### config.mk
export PLATFORM = sky130hd
export DESIGN_NAME = mc_main_control
export DESIGN_NICKNAME = d
export VERILOG_FILES = /design/src/rtl/mc_ctrl_pkg.sv /design/src/rtl/mc_ctrl_decode.sv /design/src/rtl/mc_main_control.sv
export SDC_FILE = /design/constraint.sdc
export NUM_CORES = 1
export LEC_CHECK = 0
export CORE_UTILIZATION = 30
export CTS_CLUSTER_DIAMETER = 100
export DETAILED_ROUTE_END_ITERATION = 16
export GPL_ROUTABILITY_DRIVEN = 1
export GPL_TIMING_DRIVEN = 0
export PLACE_DENSITY = 0.68
export REMOVE_ABC_BUFFERS = 1
export SLEW_MARGIN = 5
export SYNTH_ARGS = -nofsm -noshare
export SYNTH_HDL_FRONTEND = slang
export SYNTH_SLANG_ARGS = --single-unit
### constraint.sdc
create_clock -name clk -period 3.3 [get_ports clk]
set_clock_uncertainty 0.05 [all_clocks]
set_input_delay 0.33 -clock clk [delete_from_list [all_inputs] [get_ports clk]]
set_output_delay 0.33 -clock clk [all_outputs]
set_load 0.02 [all_outputs]
### src/rtl/mc_ctrl_pkg.sv
// ---------------------------------------------------------------------------
// mc_ctrl_pkg
// Shared definitions for the multi-cycle MIPS main control FSM. The
// ALU control unit and the testbench import it as well.
//   - opcode constants (IR[31:26])
//   - state encodings (state_t)
//   - ALUop, ALUSrcB and PCSource code constants
//   - ctrl_t, the packed control word produced by mc_ctrl_decode
// Optional feature macro: MC_JUMP_EN (adds the JUMP state for opcode j).
// ---------------------------------------------------------------------------
package mc_ctrl_pkg;

  // Opcodes recognised by the main control
  localparam logic [5:0] OP_RTYPE = 6'b000000;
  localparam logic [5:0] OP_LW    = 6'b100011;
  localparam logic [5:0] OP_SW    = 6'b101011;
  localparam logic [5:0] OP_BEQ   = 6'b000100;
  localparam logic [5:0] OP_ADDI  = 6'b001000;
  localparam logic [5:0] OP_J     = 6'b000010;

  // ALUop codes sent to the ALU control unit
  localparam logic [1:0] ALUOP_ADD   = 2'b00;
  localparam logic [1:0] ALUOP_SUB   = 2'b01;
  localparam logic [1:0] ALUOP_RTYPE = 2'b10;

  // ALUSrcB mux selects
  localparam logic [1:0] SRCB_REGB  = 2'b00;
  localparam logic [1:0] SRCB_FOUR  = 2'b01;
  localparam logic [1:0] SRCB_IMM   = 2'b10;
  localparam logic [1:0] SRCB_IMMSH = 2'b11;

  // PCSource mux selects
  localparam logic [1:0] PCSRC_ALU    = 2'b00;
  localparam logic [1:0] PCSRC_ALUOUT = 2'b01;
  localparam logic [1:0] PCSRC_JUMP   = 2'b10;

  // FSM state encodings; 12-14 are unused and recover into TRAP
  typedef enum logic [3:0] {
    ST_FETCH  = 4'd0,
    ST_DECODE = 4'd1,
    ST_MEMADR = 4'd2,
    ST_MEMRD  = 4'd3,
    ST_MEMWB  = 4'd4,
    ST_MEMWR  = 4'd5,
    ST_EXEC   = 4'd6,
    ST_ALUWB  = 4'd7,
    ST_BRANCH = 4'd8,
    ST_ADDIEX = 4'd9,
    ST_ADDIWB = 4'd10,
`ifdef MC_JUMP_EN
    ST_JUMP   = 4'd11,
`endif
    ST_TRAP   = 4'd15
  } state_t;

  // Full datapath control word for one cycle
  typedef struct packed {
    logic       pcWrite;
    logic       iorD;
    logic       memRead;
    logic       memWrite;
    logic       memtoReg;
    logic       irWrite;
    logic       regWrite;
    logic       regDst;
    logic       aluSrcA;
    logic [1:0] pcSource;
    logic [1:0] aluSrcB;
    logic [1:0] aluOp;
    logic       addi;
    logic       instrDone;
  } ctrl_t;

  localparam int CTRL_W = $bits(ctrl_t);

endpackage

### src/rtl/mc_ctrl_decode.sv
// ---------------------------------------------------------------------------
// mc_ctrl_decode
// Purely combinational decode of the current FSM state into the datapath
// control word. Moore in the state, with two Mealy terms: mem_ready in
// FETCH/MEMWR and the ALU zero flag in BRANCH.
// Ports:
//   i_state     current state encoding
//   i_zero      ALU zero flag
//   i_memReady  memory completes the access this cycle
//   o_ctrlWord  packed ctrl_t control word
// Optional feature macro: MC_JUMP_EN (decodes the JUMP state).
// ---------------------------------------------------------------------------
module mc_ctrl_decode
  import mc_ctrl_pkg::*;
(
  input  logic [3:0]        i_state,
  input  logic              i_zero,
  input  logic              i_memReady,
  output logic [CTRL_W-1:0] o_ctrlWord
);

  ctrl_t w_ctrl;

  // Every control defaults to 0 so each state lists only what it asserts.
  // TRAP and the unused encodings fall through to the all-zero word.
  always_comb begin
    w_ctrl = '0;
    case (i_state)
      ST_FETCH: begin
        // IR and PC only update on the cycle the fetch actually completes
        w_ctrl.memRead  = 1'b1;
        w_ctrl.aluSrcB  = SRCB_FOUR;
        w_ctrl.aluOp    = ALUOP_ADD;
        w_ctrl.pcSource = PCSRC_ALU;
        w_ctrl.irWrite  = i_memReady;
        w_ctrl.pcWrite  = i_memReady;
      end
      ST_DECODE: begin
        // Branch target computed speculatively into ALUOut
        w_ctrl.aluSrcB = SRCB_IMMSH;
        w_ctrl.aluOp   = ALUOP_ADD;
      end
      ST_MEMADR: begin
        w_ctrl.aluSrcA = 1'b1;
        w_ctrl.aluSrcB = SRCB_IMM;
        w_ctrl.aluOp   = ALUOP_ADD;
      end
      ST_MEMRD: begin
        w_ctrl.memRead = 1'b1;
        w_ctrl.iorD    = 1'b1;
      end
      ST_MEMWB: begin
        w_ctrl.regWrite  = 1'b1;
        w_ctrl.memtoReg  = 1'b1;
        w_ctrl.instrDone = 1'b1;
      end
      ST_MEMWR: begin
        // The store only finishes once memory accepts it
        w_ctrl.memWrite  = 1'b1;
        w_ctrl.iorD      = 1'b1;
        w_ctrl.instrDone = i_memReady;
      end
      ST_EXEC: begin
        w_ctrl.aluSrcA = 1'b1;
        w_ctrl.aluSrcB = SRCB_REGB;
        w_ctrl.aluOp   = ALUOP_RTYPE;
      end
      ST_ALUWB: begin
        w_ctrl.regWrite  = 1'b1;
        w_ctrl.regDst    = 1'b1;
        w_ctrl.instrDone = 1'b1;
      end
      ST_BRANCH: begin
        // Conditional PC write folded in here rather than a separate PCWriteCond
        w_ctrl.aluSrcA   = 1'b1;
        w_ctrl.aluSrcB   = SRCB_REGB;
        w_ctrl.aluOp     = ALUOP_SUB;
        w_ctrl.pcSource  = PCSRC_ALUOUT;
        w_ctrl.pcWrite   = i_zero;
        w_ctrl.instrDone = 1'b1;
      end
      ST_ADDIEX: begin
        w_ctrl.aluSrcA = 1'b1;
        w_ctrl.aluSrcB = SRCB_IMM;
        w_ctrl.aluOp   = ALUOP_ADD;
        w_ctrl.addi    = 1'b1;
      end
      ST_ADDIWB: begin
        w_ctrl.regWrite  = 1'b1;
        w_ctrl.instrDone = 1'b1;
      end
`ifdef MC_JUMP_EN
      ST_JUMP: begin
        w_ctrl.pcWrite   = 1'b1;
        w_ctrl.pcSource  = PCSRC_JUMP;
        w_ctrl.instrDone = 1'b1;
      end
`endif
      default: w_ctrl = '0;
    endcase
  end

  assign o_ctrlWord = w_ctrl;

endmodule

### src/rtl/mc_main_control.sv
// ---------------------------------------------------------------------------
// mc_main_control
// Multi-cycle MIPS main control FSM: fetch, decode, execute, memory and
// write-back one state per clock, stalling in memory states until
// mem_ready. Holds the state register, next-state logic, the sticky
// illegal_op flag and the reset gating of all outputs; the control word
// itself comes from mc_ctrl_decode.
// Ports:
//   clk, rst            clock, synchronous active-high reset
//   opcode              IR[31:26]
//   zero                ALU zero flag (BRANCH)
//   mem_ready           memory handshake
//   PCWrite..ALUSrcA    1-bit datapath controls
//   PCSource, ALUSrcB   2-bit mux selects
//   ALUop, addi         to the ALU control unit
//   instr_done          one-cycle pulse at the end of each instruction
//   illegal_op          sticky illegal-opcode flag
//   state               current state, for debug
// Optional feature macro: MC_JUMP_EN (decode j into the JUMP state;
// otherwise j traps like any other unknown opcode).
// ---------------------------------------------------------------------------
module mc_main_control
  import mc_ctrl_pkg::*;
#(
  parameter int OPW = 6
) (
  input  logic           clk,
  input  logic           rst,
  input  logic [OPW-1:0] opcode,
  input  logic           zero,
  input  logic           mem_ready,
  output logic           PCWrite,
  output logic           IorD,
  output logic           MemRead,
  output logic           MemWrite,
  output logic           MemtoReg,
  output logic           IRWrite,
  output logic           RegWrite,
  output logic           RegDst,
  output logic           ALUSrcA,
  output logic [1:0]     PCSource,
  output logic [1:0]     ALUSrcB,
  output logic [1:0]     ALUop,
  output logic           addi,
  output logic           instr_done,
  output logic           illegal_op,
  output logic [3:0]     state
);

  state_t            r_state;
  state_t            w_nextState;
  logic              r_illegal;
  logic [CTRL_W-1:0] w_ctrlWord;
  ctrl_t             w_ctrl;

  // Next-state logic. Stalling states hold until mem_ready; anything that
  // is not a known state (12-14) lands in TRAP.
  always_comb begin
    w_nextState = ST_TRAP;
    case (r_state)
      ST_FETCH:  w_nextState = mem_ready ? ST_DECODE : ST_FETCH;
      ST_DECODE: begin
        case (opcode)
          OP_LW, OP_SW: w_nextState = ST_MEMADR;
          OP_RTYPE:     w_nextState = ST_EXEC;
          OP_BEQ:       w_nextState = ST_BRANCH;
          OP_ADDI:      w_nextState = ST_ADDIEX;
`ifdef MC_JUMP_EN
          OP_J:         w_nextState = ST_JUMP;
`endif
          default:      w_nextState = ST_TRAP;
        endcase
      end
      ST_MEMADR: w_nextState = (opcode == OP_SW) ? ST_MEMWR : ST_MEMRD;
      ST_MEMRD:  w_nextState = mem_ready ? ST_MEMWB : ST_MEMRD;
      ST_MEMWB:  w_nextState = ST_FETCH;
      ST_MEMWR:  w_nextState = mem_ready ? ST_FETCH : ST_MEMWR;
      ST_EXEC:   w_nextState = ST_ALUWB;
      ST_ALUWB:  w_nextState = ST_FETCH;
      ST_BRANCH: w_nextState = ST_FETCH;
      ST_ADDIEX: w_nextState = ST_ADDIWB;
      ST_ADDIWB: w_nextState = ST_FETCH;
`ifdef MC_JUMP_EN
      ST_JUMP:   w_nextState = ST_FETCH;
`endif
      ST_TRAP:   w_nextState = ST_TRAP;
      default:   w_nextState = ST_TRAP;
    endcase
  end

  // State register and sticky illegal flag. The flag is set on the edge
  // that enters TRAP so it is already high in the first TRAP cycle, and
  // only reset clears it.
  always_ff @(posedge clk) begin
    if (rst) begin
      r_state   <= ST_FETCH;
      r_illegal <= 1'b0;
    end else begin
      r_state <= w_nextState;
      if (w_nextState == ST_TRAP) begin
        r_illegal <= 1'b1;
      end
    end
  end

  mc_ctrl_decode u_decode (
    .i_state    (r_state),
    .i_zero     (zero),
    .i_memReady (mem_ready),
    .o_ctrlWord (w_ctrlWord)
  );

  assign w_ctrl = ctrl_t'(w_ctrlWord);

  // Reset forces every output low in the same cycle, so an instruction
  // interrupted by reset can never issue a write on its way out.
  assign PCWrite    = rst ? 1'b0 : w_ctrl.pcWrite;
  assign IorD       = rst ? 1'b0 : w_ctrl.iorD;
  assign MemRead    = rst ? 1'b0 : w_ctrl.memRead;
  assign MemWrite   = rst ? 1'b0 : w_ctrl.memWrite;
  assign MemtoReg   = rst ? 1'b0 : w_ctrl.memtoReg;
  assign IRWrite    = rst ? 1'b0 : w_ctrl.irWrite;
  assign RegWrite   = rst ? 1'b0 : w_ctrl.regWrite;
  assign RegDst     = rst ? 1'b0 : w_ctrl.regDst;
  assign ALUSrcA    = rst ? 1'b0 : w_ctrl.aluSrcA;
  assign PCSource   = rst ? 2'b00 : w_ctrl.pcSource;
  assign ALUSrcB    = rst ? 2'b00 : w_ctrl.aluSrcB;
  assign ALUop      = rst ? 2'b00 : w_ctrl.aluOp;
  assign addi       = rst ? 1'b0 : w_ctrl.addi;
  assign instr_done = rst ? 1'b0 : w_ctrl.instrDone;
  assign illegal_op = rst ? 1'b0 : r_illegal;
  assign state      = rst ? 4'd0 : r_state;

endmodule

== Word-level counts from Yosys, hierarchy flattened ==
Index checks and enable logic that the tools add are counted.

* Bits in registers: 5
* Word-level logic and storage cells: 61

* Equal/unequal tests: 15
* Muxes and demuxes: 35
* Reduce and logical (&&, ||, !) cells: 9

{| class="wikitable"
|+ Operators with widths
! operator !! count
|-
| $pmux W4 S8 || 1
|-
| $mux W1 || 23
|-
| $pmux W4 S5 || 1
|-
| $eq A4 B3 Y1 const B || 4
|-
| $eq A4 B4 Y1 const B || 4
|-
| $pmux W4 S4 || 1
|-
| $eq A6 B6 Y1 const B || 2
|-
| $mux W3 || 3
|-
| $eq A4 B2 Y1 const B || 2
|-
| $reduce_or A2 Y1 || 4
|-
| $reduce_or A4 Y1 || 2
|-
| $eq A6 B3 Y1 const B || 1
|-
| $eq A6 B4 Y1 const B || 1
|-
| $logic_not A6 Y1 || 1
|-
| $mux W2 || 3
|-
| $eq A4 B1 Y1 const B || 1
|-
| $logic_not A4 Y1 || 1
|-
| $mux W4 || 1
|-
| $pmux W1 S2 || 2
|-
| $reduce_or A3 Y1 || 1
|}

== Logic depth before layout (Yosys ltp) ==
* Word-level depth: 5
* Gate-level depth with buffers: 6
* Depth with buffers taken out: 5

== Hierarchy ==
A second synthesis with hierarchy kept.

* Cell total of the unflattened synthesis: 112
* Area, all modules: 809.5 µm²

{| class="wikitable"
|+ Modules (own cells, without submodules)
! module !! times used !! cells each !! area each (µm²) !! seq. area each (µm²)
|-
| mc_main_control || 1 || 78 || 563.0 || 100.1
|-
| mc_ctrl_decode || 1 || 34 || 246.5 || 0.0
|}

== Worst setup path before layout ==
OpenSTA, ideal clock, no wires.

* Kind: register -> output
* Start point: register r_state[1]
* End point: output PCWrite
* Data arrival time: 1.901 ns
* Path slack: 1.019 ns
* Stages on the path, launching flop included: 5
* Path buffers: 2
* Cell sequence: dfxtp_1 -> clkbuf_1 -> clkbuf_1 -> nor4_1 -> a21o_1

* Word-level cells in the longest chain between the ends: 3
* Elaborated cells on any way between the ends: 4
* Classes of those cells: eq/ne (1); mux (2); reduce/logical (1)

{| class="wikitable"
|+ Ends and longest elaborated chain
! what !! RTL line !! source
|-
| start, declared || mc_main_control.sv:50 || <nowiki>state_t r_state;</nowiki>
|-
| start signal, assigned || mc_main_control.sv:99 || <nowiki>r_state <= w_nextState;</nowiki>
|-
| $eq A4 B4 Y1 / $logic_not A4 Y1 (equally long branches) || mc_ctrl_decode.sv:28 || <nowiki>case (i_state)</nowiki>
|-
| $pmux W1 S2 (*) || mc_ctrl_decode.sv:28 ||
|-
| $mux W1 (*) || mc_main_control.sv:117 || <nowiki>assign PCWrite = rst ? 1'b0 : w_ctrl.pcWrite;</nowiki>
|-
| end, declared || mc_main_control.sv:32 || <nowiki>output logic PCWrite,</nowiki>
|}

Every way passes the cells marked *; elsewhere a longest branch is shown, timed or not.

== Worst setup path after layout ==
* Start point: input rst
* End point: output PCWrite

* Word-level cells in the longest chain between the ends: 1

{| class="wikitable"
|+ Ends and longest elaborated chain
! what !! RTL line !! source
|-
| start, declared || mc_main_control.sv:28 || <nowiki>input logic rst,</nowiki>
|-
| $mux W1 || mc_main_control.sv:117 ||
|}

Every way passes these cells.

==> impl_metrics.py <==
metrics = {
    "critical_path": {
        "slowest_delay_ns": 0.72,
        "endpoint_kind": "primary output",
        "crit_slowest_cell": "clkdlybuf4s50_1",
        "cp-start-kind": "primary input",
        "crit_fanout": 18,
        "worstPathRequired_ns": 2.92,
        "cp_num_buf_inv": 2,
        "critPathArrivalTime_ns": 2.63,
        "path_common_cell": "clkdlybuf4s50_1",
        "crit_type": "in2out",
        "crit_family": "buffers and inverters",
        "path_cells": "clkdlybuf4s50_1 > or3_1 > nor4b_2 > a21o_1 > clkdlybuf4s50_1",
    },
    "logic_synthesis": {
        "synth_top_flop_cell": "dfxtp_1",
        "ys_ff_latch": 5,
        "synth.avg_cell_area_um2": 6.471,
        "synth_edf_count": 0,
        "synthCells": 99,
        "ys_warn_count": 0,
        "synth_cell_types": 39,
        "async_flop_share_pct": 0,
        "syn-cell-area_um2": 640.6,
        "seq_area_frac_synth_pct": 15.63,
    },
    "pwr": {
        "p_per_area_nw_per_um2": 733.7,
        "design_power_total_w": 0.0006921,
        "leakagePower_nw": 0.3383,
        "vdd_drop_max_uv": 487.0,
    },
    "cells_and_area": {
        "fillCellCount": 203,
        "layout-drive-gt1-share_pct": 6.557,
        "layout_commonest_cell": "clkdlybuf4s50_1",
        "regArea_um2": 100.1,
        "finalInstanceArea_um2": 943.4,
        "nets": 133,
        "mostFrequentLayoutCells": "clkdlybuf4s50_1 (30), nor2_1 (20), a21oi_1 (7), o21ai_0 (6)",
        "diodes": 0,
        "area_growth_syn_to_layout_pct": 47.27,
        "multi_input_area_um2": 467.9,
    },
    "timing": {
        "final.setup.tns_ns": 0,
        "relSlewSlack_pct": 55.11,
        "timing.final.crit_period_ns": 3.013,
        "clock.fmax_mhz": 331.9,
        "hold_viol_final": 0,
        "maxSlewViolCount": 0,
        "rsz0062_at_grt": "no",
        "worst_slew_pin_slew_ns": 0.6724,
        "setup_viol": 0,
        "fin_crit_sh_pct": 91.31,
    },
    "place": {
        "place_congestion": 0.8347,
        "io_buffers": 30,
        "dp_hpwl_mm": 1.189,
        "placedInstanceArea_um2": 917.1,
    },
    "floorplanning": {
        "num_rows": 16,
        "start_util_pct": 32.32,
        "die_w_um": 48.21,
        "core_area_um2": 1982,
        "die_area_um2": 2324,
        "io_pins": 32,
        "die_h_um": 48.21,
    },
    "global_route": {
        "grt.overflow.total": 0,
        "grt_max_degree": 22,
        "grt_pass1_vias": 593,
        "track_usage_pct": 15.44,
        "antenna_found_initial": 0,
        "grt_first_pass_wirelength_mm": 2.573,
    },
    "detailed_routing": {
        "antenna_left": 0,
        "drt_iter0_markers": 14,
        "vias": 747,
        "avgRoutedWirePerCell_um": 10.60,
        "drc": 0,
        "detailedRoute.firstPassIterationCount": 3,
        "avgViaCountPerCell": 5.013,
        "wirelength_mm": 1.579,
    },
    "clock_network": {
        "h-tree-depth": 1,
        "clockRootBuffer": "clkbuf_4",
        "cts_resized": 0,
        "clockBufferDepth": 2,
        "clk_latency_ns": 0.24,
        "numCtsBuffers": 3,
        "post_cts_buffers": 0,
        "cts.sinks": 5,
        "cts_tree": "built",
        "clk_pin_slew_ns": 0.04,
        "hold_buffers": 0,
    },
    "run_status": {
        "status": "finished, final reports clean",
    },
    "min_path": {
        "min_path_type": "reg2reg",
    },
    "flow_run": {
        "drv_cap": 0,
    },
}
==> sequential cells by signal, indices dropped and copies added, names as in the netlist <==
name / cells
r_illegal: 1
r_state: 4
==> cell usage after synthesis, drive strengths merged (2+ instances only) <==
master / count / area share [%]
nand2b: 3 / 4.1
nor4b: 2 / 3.7
clkbuf: 7 / 4.1
buf: 4 / 4.9
nor2b: 5 / 4.9
o22ai: 3 / 2.9
nand2: 4 / 2.3
or4: 2 / 2.3
o21ai: 6 / 4.7
dfxtp: 5 / 16
or3: 2 / 2.0
inv: 4 / 2.3
a21o: 2 / 2.3
nor2: 20 / 12
nor3: 5 / 3.9
a21oi: 7 / 5.5
==> logic make-up after synthesis <==
group / after synthesis / share of synthesized area, %
compound gates: 26 / 26.76
xor+xnor: 2 / 2.735
buf+inv: 15 / 11.33
flops: 5 / 15.63
mux: 1 / 1.758
other cells: 1 / 0.5854
simple gates: 49 / 41.21
==> final timing paths <==
kind	slack (ns)	depth (start not counted)	endpoint	from
max	0.29	5	PCWrite	rst
min reg2reg	0.43	2	r_illegal	r_illegal
min	0.43	2	r_illegal	r_illegal
max reg2reg	1.29	4	r_illegal	r_state[0]
==> per-stage QoR <==
step / setup slack (ns) / utilization (%) / hold slack (ns) / instances
finish: 0.2866 / 47.60 / 0.4257 / 149
global route: 0.1672 / 47.60 / 0.4530 / 149
CTS: 0.2746 / 47.60 / 0.4325 / 149
detailed placement: 0.2779 / 46.28 / 0.4215 / 145
global placement: 0.3066 / 46.28 / 0.4050 / 145
floorplan: 0.6364 / - / 0.3524 / 88
==> worst reg2reg max path, cell delays in order, from the launching register on <==
cell	delay (ns)
dfxtp_1	0.72
nand2b_4	0.14
or4_1	0.49
a41o_1	0.28
o32ai_2	0.24
==> layer usage <==
layer | track usage, % | vias to the layer above | routed length (um)
li1 | - | 390 | -
met1 | 18.22 | 330 | 740
met2 | 27.20 | 25 | 726
met3 | 2.593 | 2 | 96
met4 | 6.667 | 0 | 16
met5 | 0 | - | 0
==> power by group <==
part           leakage, nW  internal [W]  switching (W)
clock               0.0150     0.0000456      0.0000233
combinational        0.282      0.000223       0.000230
sequential          0.0410     0.0000844      0.0000861
==> cell type report <==
| class | instances | area share (%) |
|---|---|---|
| multi-input cells | 79 | 49.60 |
| flip-flops and latches | 5 | 10.61 |
| repair buffers | 30 | 31.83 |
| inverters | 4 | 1.592 |
| clock buffers | 4 | 2.785 |
| well taps | 27 | 3.581 |
Power figures use the tool's default switching activity.
